==> config.mk <==
export PLATFORM = sky130hd
export DESIGN_NAME = console_detect
export DESIGN_NICKNAME = d
export VERILOG_FILES = /design/src/rtl/console_detect_pkg.sv /design/src/rtl/cd_sync2.sv /design/src/rtl/console_detect.sv
export SDC_FILE = /design/constraint.sdc
export NUM_CORES = 1
export LEC_CHECK = 0
export BUFFER_PORTS_ARGS = -buffer_cell sky130_fd_sc_hd__buf_2
export CAP_MARGIN = 0
export CORE_ASPECT_RATIO = 0.75
export CORE_MARGIN = 3
export CORE_UTILIZATION = 57
export DETAILED_ROUTE_END_ITERATION = 8
export PLACE_DENSITY = 0.77
export SLEW_MARGIN = 25
export SYNTH_ARGS = -nofsm -noshare
export SYNTH_HDL_FRONTEND = slang
export SYNTH_HIERARCHICAL = 1
export SYNTH_SLANG_ARGS = --single-unit
==> constraint.sdc <==
create_clock -name m2 -period 1.9 [get_ports m2]
set_input_delay 0.095 -clock m2 [delete_from_list [all_inputs] [get_ports m2]]
set_output_delay 0.095 -clock m2 [all_outputs]
set_load 0.03 [all_outputs]
==> src/rtl/console_detect_pkg.sv <==
// Shared types and helpers for the console-type detector.
// State encoding doubles as status[7:6].
package console_detect_pkg;

   typedef enum logic [1:0] {
      ST_INIT    = 2'd0,
      ST_PROBE   = 2'd1,
      ST_CLASSIC = 2'd2,
      ST_NEW     = 2'd3
   } cd_state_t;

   localparam int STATUS_W = 8;

   function automatic int cnt_w(input int p);
      return (p < 1) ? 1 : $clog2(p + 1);
   endfunction

   function automatic logic [4:0] sat5(input int unsigned v);
      return (v > 31) ? 5'd31 : v[4:0];
   endfunction

endpackage

==> src/rtl/cd_sync2.sv <==
// Generic N-bit two-flop synchroniser with async active-high reset.
// RST_VAL selects the per-bit reset level (e.g. 1 for an idle-high strobe).
module cd_sync2 #(
   parameter int           N       = 1,
   parameter logic [N-1:0] RST_VAL = '0
) (
   input  logic         clk,
   input  logic         rst,
   input  logic [N-1:0] d,
   output logic [N-1:0] q
);

   logic [N-1:0] meta;

   always_ff @(posedge clk or posedge rst) begin
      if (rst) begin
         meta <= RST_VAL;
         q    <= RST_VAL;
      end else begin
         meta <= d;
         q    <= meta;
      end
   end

endmodule

==> src/rtl/console_detect.sv <==
// Power-on console-type detector: grounds CIRAM lines, then probes PPU reads.
// Define CONSOLE_DETECT_VOTE_EN for an up/down mismatch vote instead of a run count.
module console_detect
   import console_detect_pkg::*;
#(
   parameter int INIT_CYCLES        = 15,
   parameter int SAMPLES_PER_LEVEL  = 2,
   parameter int MISMATCH_THRESHOLD = 1,
   parameter int TIMEOUT_CYCLES     = 65535
) (
   input  logic                m2,
   input  logic                reset,
   input  logic                ppu_rd_in,
   input  logic                ppu_a13,
   input  logic                ppu_not_a13,
   output logic                ground_en,
   output logic                init_finished,
   output logic                detect_done,
   output logic                new_dendy,
   output logic [STATUS_W-1:0] status
);

   localparam int IW = cnt_w(INIT_CYCLES);
   localparam int LW = cnt_w(SAMPLES_PER_LEVEL);
   localparam int SW = cnt_w(MISMATCH_THRESHOLD);
   localparam int TW = cnt_w(TIMEOUT_CYCLES);

   localparam logic [IW-1:0] INIT_LAST = IW'(INIT_CYCLES - 1);
   localparam logic [LW-1:0] LVL_MAX   = LW'(SAMPLES_PER_LEVEL);
   localparam logic [SW-1:0] SC_MAX    = '1;
   localparam logic [SW-1:0] SC_THR    = SW'(MISMATCH_THRESHOLD);
   localparam logic [TW-1:0] TMO_MAX   = TW'(TIMEOUT_CYCLES);
   localparam logic [TW-1:0] TMO_LAST  = TW'(TIMEOUT_CYCLES - 1);

   logic [2:0] sync_q;
   logic       rd_s;
   logic       a13_s;
   logic       na13_s;

   cd_sync2 #(
      .N       (3),
      .RST_VAL (3'b001)
   ) u_sync (
      .clk (m2),
      .rst (reset),
      .d   ({ppu_not_a13, ppu_a13, ppu_rd_in}),
      .q   (sync_q)
   );

   assign {na13_s, a13_s, rd_s} = sync_q;

   cd_state_t     state,    state_nx;
   logic [IW-1:0] init_cnt, init_nx;
   logic [LW-1:0] lvl_lo,   lo_nx;
   logic [LW-1:0] lvl_hi,   hi_nx;
   logic [SW-1:0] score,    score_nx;
   logic [TW-1:0] tmo_cnt,  tmo_nx;
   logic          tmo_hit,  tmo_hit_nx;

   logic smp_valid;
   logic lvl_done;

   assign smp_valid = ~rd_s;
   assign lvl_done  = (lvl_lo == LVL_MAX) && (lvl_hi == LVL_MAX);

   always_ff @(posedge m2 or posedge reset) begin
      if (reset) begin
         state    <= ST_INIT;
         init_cnt <= '0;
         lvl_lo   <= '0;
         lvl_hi   <= '0;
         score    <= '0;
         tmo_cnt  <= '0;
         tmo_hit  <= 1'b0;
      end else begin
         state    <= state_nx;
         init_cnt <= init_nx;
         lvl_lo   <= lo_nx;
         lvl_hi   <= hi_nx;
         score    <= score_nx;
         tmo_cnt  <= tmo_nx;
         tmo_hit  <= tmo_hit_nx;
      end
   end

   always_comb begin
      state_nx   = state;
      init_nx    = init_cnt;
      lo_nx      = lvl_lo;
      hi_nx      = lvl_hi;
      score_nx   = score;
      tmo_nx     = tmo_cnt;
      tmo_hit_nx = tmo_hit;
      unique case (state)
         ST_INIT: begin
            if (init_cnt == INIT_LAST)
               state_nx = ST_PROBE;
            else
               init_nx = init_cnt + IW'(1);
         end
         ST_PROBE: begin
            if (tmo_cnt != TMO_MAX)
               tmo_nx = tmo_cnt + TW'(1);
            if (smp_valid && !lvl_done) begin
               if (a13_s) begin
                  if (lvl_hi != LVL_MAX)
                     hi_nx = lvl_hi + LW'(1);
               end else if (lvl_lo != LVL_MAX) begin
                  lo_nx = lvl_lo + LW'(1);
               end
               // a13 equal to /a13 means the host is not driving them complementary
               if (a13_s == na13_s) begin
                  if (score != SC_MAX)
                     score_nx = score + SW'(1);
               end else begin
`ifdef CONSOLE_DETECT_VOTE_EN
                  if (score != '0)
                     score_nx = score - SW'(1);
`else
                  score_nx = '0;
`endif
               end
            end
            if (score_nx >= SC_THR) begin
               state_nx = ST_NEW;
            end else if (lo_nx == LVL_MAX && hi_nx == LVL_MAX) begin
               state_nx = ST_CLASSIC;
            end else if (tmo_cnt == TMO_LAST) begin
               state_nx   = ST_CLASSIC;
               tmo_hit_nx = 1'b1;
            end
         end
         ST_CLASSIC, ST_NEW: begin
         end
      endcase
   end

   assign ground_en     = (state == ST_INIT);
   assign init_finished = (state != ST_INIT);
   assign detect_done   = (state == ST_CLASSIC) || (state == ST_NEW);
   assign new_dendy     = (state == ST_NEW);
   assign status        = {state, tmo_hit, sat5(32'(score))};

endmodule
After elaboration in Yosys (flattened, before gate mapping) --
Index checks and enable logic that the tools add are counted.
Word-level totals: output and inout port bits 12, register bits after elaboration 34
Cells by class: reduce and logical (&&, ||, !) cells 12, add/sub/neg operators 5, eq/ne operators 15, $lt $le $gt $ge 1, mux-type cells 17, bitwise logic cells 4
Operators with widths (number):
- $mux W2 | 12
- $add A16 B1 Y16 const B | 1
- $eq A16 B16 Y1 const B | 1
- $ne A16 B16 Y1 const B | 1
- $eq A2 B2 Y1 const B | 6
- $add A2 B1 Y2 const B | 2
- $add A4 B1 Y4 const B | 1
- $eq A4 B4 Y1 const B | 1
- $mux W1 | 4
- $ne A2 B2 Y1 const B | 2
- $ne A4 B4 Y1 const B | 1
- $not A1 Y1 | 4
- $pmux W2 S2 | 1
- $reduce_and A2 Y1 | 2
- $reduce_and A4 Y1 | 1
- $reduce_bool A2 Y1 | 2
- $logic_and A1 B1 Y1 | 3
- $reduce_and A3 Y1 | 1
- $eq A2 B1 Y1 const B | 1
- $logic_not A2 Y1 | 1
- $ne A2 B1 Y1 const B | 1
- $add A1 B1 Y1 const B | 1
- $eq A1 B1 Y1 | 1
- $ge A1 B1 Y1 const B | 1
- other kinds (2) | 2

Longest topological paths before layout --
depth in word-level cells 11, mapped depth 7

By module --
Netlist, hierarchy kept.
Modules (own cells, without submodules):
- console_detect | area each 1478.9 um^2, seq. area each 700.7 um^2, instances 1, cells an instance 148
- cd_sync2 | area each 156.4 um^2, seq. area each 152.6 um^2, instances 1, cells an instance 7

Least setup slack after synthesis --
No wires, ideal clock.
path kind reg2reg, start point register state[0], end point register state[0], arrival time 1693 ps, path buffers 0, setup slack 88 ps, cell stages (with the launch flop) 6, path through dfrtp_1 > or2_2 > a31oi_1 > a211oi_1 > nor2_1 > a21bo_2
Between the ends: cells in the longest elaborated chain, start to end 3
RTL lines:
- start, declared | RTL line console_detect.sv:52 | cd_state_t state, state_nx;
- start signal, assigned | RTL line console_detect.sv:76 | state <= state_nx;
- $eq A2 B1 Y1 / $logic_not A2 Y1 (equally long branches) | RTL line console_detect.sv:94 | unique case (state)
- $ne A4 B4 Y1 (no line) (tied with other cells)
- $reduce_and A3 Y1 (no line)
Several ways; a longest one is shown, not always the timed one. A chain may end at the register's enable or synchronous reset.

Worst setup path in the final report --
start point register state[0], end point register tmo_cnt[11]
Between the ends: cells in the longest elaborated chain, start to end 2
RTL lines:
- $eq A2 B1 Y1 | RTL line console_detect.sv:94
- $reduce_and A2 Y1 (no line)
- end signal, assigned | RTL line console_detect.sv:81 | tmo_cnt <= tmo_nx;
- end, declared | RTL line console_detect.sv:57 | logic [TW-1:0] tmo_cnt, tmo_nx;
No other way between the ends.

==> flow_summary.ini <==
[outcome]
outcome = completed

[power_and_ir_drop]
vdd_ir_drop_max_uv = 733
power.static_leakage_nw = 0.862
powerDensity_nw_per_um2 = 1030

[worst_setup_path]
cp_slowest_stage_delay_ns = 0.40
critical_path_cell_count = 5
critPathBufInv = 0
critPathMaxFanout = 6
critical_path.reg2reg.startpoint = state[0]$_DFFE_PP0P_
worst_r2r_path_depth = 5
crit_path_top_delay_cell = sky130_fd_sc_hd__dfrtp_1
critPathCaptureType = flop
critical_path_s_top_delay_family = simple AND/OR/NAND/NOR gates
path_cells = nor2b_1 -> nand3_1 -> a211oi_2 -> nand4_1 -> xnor2_1
timing.rr.end = tmo_cnt[11]$_DFFE_PP0P_
critical_path_arrival_ns = 1.92
setup.worst_path.start_class = flop
worstSetupPathType = reg2reg
timing.reg2reg.setup_slack_ns = 0.15
worstPathRequired_ns = 2.07

[grt]
first_global_vias = 1098
grt_max_degree = 29
antenna_found_initial = 0
met1_usage_grt = 0.251
met3_usage = 0.0708
grt_pass1_wl_um = 5020
globalRouteOverflowTotal = 0
grt_use_total = 0.201
globalRouteMet2Util = 0.312
globalRoute.busiestLayer = met2

[synth]
async_flop_share = 1.00
synth_cell_type_count = 34
syn-mean-instance-area_um2 = 10.6
syn_inst = 155
number_of_enable_flip_flop_cells_after_synthesis = 0
netlist.top_cell.by_area = sky130_fd_sc_hd__dfrtp_1
seq_cells_post_synth = 34
netlist_top_cells_area = sky130_fd_sc_hd__dfrtp_1 (49%), sky130_fd_sc_hd__xnor2_1 (7.0%), sky130_fd_sc_hd__ha_1 (6.1%), sky130_fd_sc_hd__dfstp_2 (3.2%), sky130_fd_sc_hd__nand2_1 (3.2%)
synthesis.area_um2 = 1640
synth_top_flop_cell = sky130_fd_sc_hd__dfrtp_1
yosysWarnings = 6
yosysSeqAreaShare = 0.522
netlist.area_leader.share = 0.490

[sta]
final-hold-violation-count = 0
period_share = 0.922
skew_ns = 0.00552
timing.final.crit_period_ns = 1.75
slew_viol_final = 0
setup_viol_count_final = 0
rsz0062_at_grt = no
finalSetupTns_ns = 0
postLayoutSetupSlackWorst_ns = 0.148
max_clock_freq_mhz = 571

[floorplan]
floorplan.die.width_um = 67.9
core_um2 = 2660
num_rows = 16
floorplan.die_area_um2 = 3550
floorplan.initialDensity = 0.614
count_of_pins_on_the_block_boundary = 17
die_y_um = 52.4

[route]
detail_route.first_pass.iterations = 4
vias_per_cell = 5.19
drt-initial-drc-count = 31
antenna_violating_nets_post_route = 0
drc_errors = 0
via_count = 1106
wire_per_inst_um = 13.3
wirelength_um = 2830

[cts]
cts_made_buffers = 5
tritoncts = built
clk_transition_reported_paths_ns = 0.06
cts-htree-levels = 2
clk_latency_ns = 0.28
cts-root-buf = sky130_fd_sc_hd__clkbuf_8
numClockSinks = 34
clockBufferDepth = 2

[place]
place_congestion = 0.807
port_buffers = 12
place_inst = 201
dpl_worst_slack_ns = 0.0828
place_hpwl_um = 2060

[job]
cap_viol_max_count = 0

[cells_and_area]
area_delta_synth_final_pct = 13.8
num-fill-cells = 193
drive_gt1_frac = 0.220
final_nets = 189
layout.cells.non_filler = 213
diodes = 0

[worst_hold_path]
min-delay-path-class = in2async
-- metal layers --
layer  wire length, um  part of all wire  vias up
met2              1280              0.45       25
met1              1350              0.48      529
met5                 0                 0        -
met3               158             0.056        7
met4                43             0.015        0
li1                  -                 -      545
-- worst max-delay path by stage --
stage / from / to / slack, ns
finish: state[0]$_DFFE_PP0P_ / tmo_cnt[11]$_DFFE_PP0P_ / 0.15
CTS: lvl_hi[0]$_DFFE_PP0P_ / tmo_hit$_DFFE_PP0P_ / 0.07
global route: lvl_lo[0]$_DFFE_PP0P_ / tmo_hit$_DFFE_PP0P_ / 0.006
detailed placement: lvl_hi[0]$_DFFE_PP0P_ / tmo_hit$_DFFE_PP0P_ / 0.08
floorplan: state[0]$_DFFE_PP0P_ / state[0]$_DFFE_PP0P_ / 0.09
global placement: lvl_hi[0]$_DFFE_PP0P_ / tmo_hit$_DFFE_PP0P_ / 0.21
-- worst reg2reg max path: stages (launching register included) --
cell	delay, ns
sky130_fd_sc_hd__dfrtp_1	0.40
sky130_fd_sc_hd__nor2b_1	0.33
sky130_fd_sc_hd__nand3_1	0.19
sky130_fd_sc_hd__a211oi_2	0.40
sky130_fd_sc_hd__nand4_1	0.16
sky130_fd_sc_hd__xnor2_1	0.15
-- cell type report --
| cell class | instances | area [um^2] | area share |
|---|---|---|---|
| repair buffers | 19 | 123 | 0.0659 |
| clock inverters | 1 | 5.00 | 0.00269 |
| clock buffers | 7 | 86.3 | 0.0464 |
| well taps | 36 | 45.0 | 0.0242 |
| inverters | 11 | 41.3 | 0.0222 |
| flip-flops and latches | 34 | 853 | 0.459 |
| multi-input cells | 105 | 707 | 0.380 |
-- layout by cell type, fill, tap and decap left out --
master,count
sky130_fd_sc_hd__a21bo_2,1
sky130_fd_sc_hd__mux2_2,1
sky130_fd_sc_hd__or2_2,1
sky130_fd_sc_hd__nand4_1,5
sky130_fd_sc_hd__buf_2,12
sky130_fd_sc_hd__or3_4,1
sky130_fd_sc_hd__a31o_2,3
sky130_fd_sc_hd__a21oi_2,1
sky130_fd_sc_hd__clkbuf_1,1
sky130_fd_sc_hd__a21oi_1,4
sky130_fd_sc_hd__o21ai_0,6
sky130_fd_sc_hd__ha_1,8
sky130_fd_sc_hd__nor2b_1,1
sky130_fd_sc_hd__conb_1,4
sky130_fd_sc_hd__and3_1,1
sky130_fd_sc_hd__and2_1,1
sky130_fd_sc_hd__nor2_1,12
sky130_fd_sc_hd__dfstp_2,2
sky130_fd_sc_hd__nand3_2,1
sky130_fd_sc_hd__nand2_1,14
sky130_fd_sc_hd__nor2_2,3
sky130_fd_sc_hd__xnor2_1,13
sky130_fd_sc_hd__dlygate4sd3_1,4
sky130_fd_sc_hd__mux2i_1,2
sky130_fd_sc_hd__xor2_1,6
sky130_fd_sc_hd__and3_2,1
sky130_fd_sc_hd__nand2b_1,1
sky130_fd_sc_hd__nor4_1,1
sky130_fd_sc_hd__clkinv_2,1
sky130_fd_sc_hd__nand3_1,8
sky130_fd_sc_hd__buf_4,3
sky130_fd_sc_hd__clkbuf_8,6
sky130_fd_sc_hd__a211oi_2,2
sky130_fd_sc_hd__or2_1,1
sky130_fd_sc_hd__a31oi_1,1
sky130_fd_sc_hd__dfrtp_1,32
sky130_fd_sc_hd__a211oi_1,1
sky130_fd_sc_hd__inv_1,11
-- Yosys cell counts (all sizes together) (2+ instances only) --
cell type   n
a211oi      3
a21oi       5
a31o        3
and3        2
buf         7
dfrtp      32
dfstp       2
ha          8
inv        11
mux2i       2
nand2      14
nand3       9
nand4       5
nor2       15
o21ai       6
or2         2
xnor2      13
xor2        6
-- metrics by stage --
step	hold WS [ns]	instance area [um^2]	util	total power, mW
after floorplan	-0.115	1650	-	1.26
after global placement	0.0122	1720	0.646	1.33
after detailed placement	0.0227	1720	0.646	1.38
after CTS	0.264	1850	0.695	1.93
after global routing	0.289	1860	0.699	2.05
final	0.269	1860	0.699	1.92
-- cells by family (layout without fill, tap and decap cells) --
family,count (synthesis),in the layout,share of synthesized area
buf+inv,19,38,0.0581
xor+xnor,19,19,0.102
compound gates,19,19,0.0765
mux,3,3,0.0191
fa+ha+maj,8,8,0.0612
simple gates,52,52,0.159
other cells,1,4,0.00229
flops,34,34,0.522
-- where the power goes --
group | internal [mW] | leakage (nW) | total [mW] | switching (mW)
Combinational | 0.177 | 0.389 | 0.456 | 0.279
Sequential | 0.828 | 0.425 | 0.927 | 0.0985
Clock | 0.292 | 0.0482 | 0.535 | 0.243
-- registers in the layout, indices dropped and copies added, names as in the netlist --
register and count:
tmo_hit 1, init_cnt 4, tmo_cnt 16, state 2
score 1, u_sync/q 3, lvl_lo 2, u_sync/meta 3
lvl_hi 2
-- timing repair --
action	CTS	global route
setup buffers	0	0
hold buffers	4	0
hold endpoints to repair	37	0
endpoints found under the setup margin	0	3
resized for setup	0	2
Power figures use the tool's default switching activity.
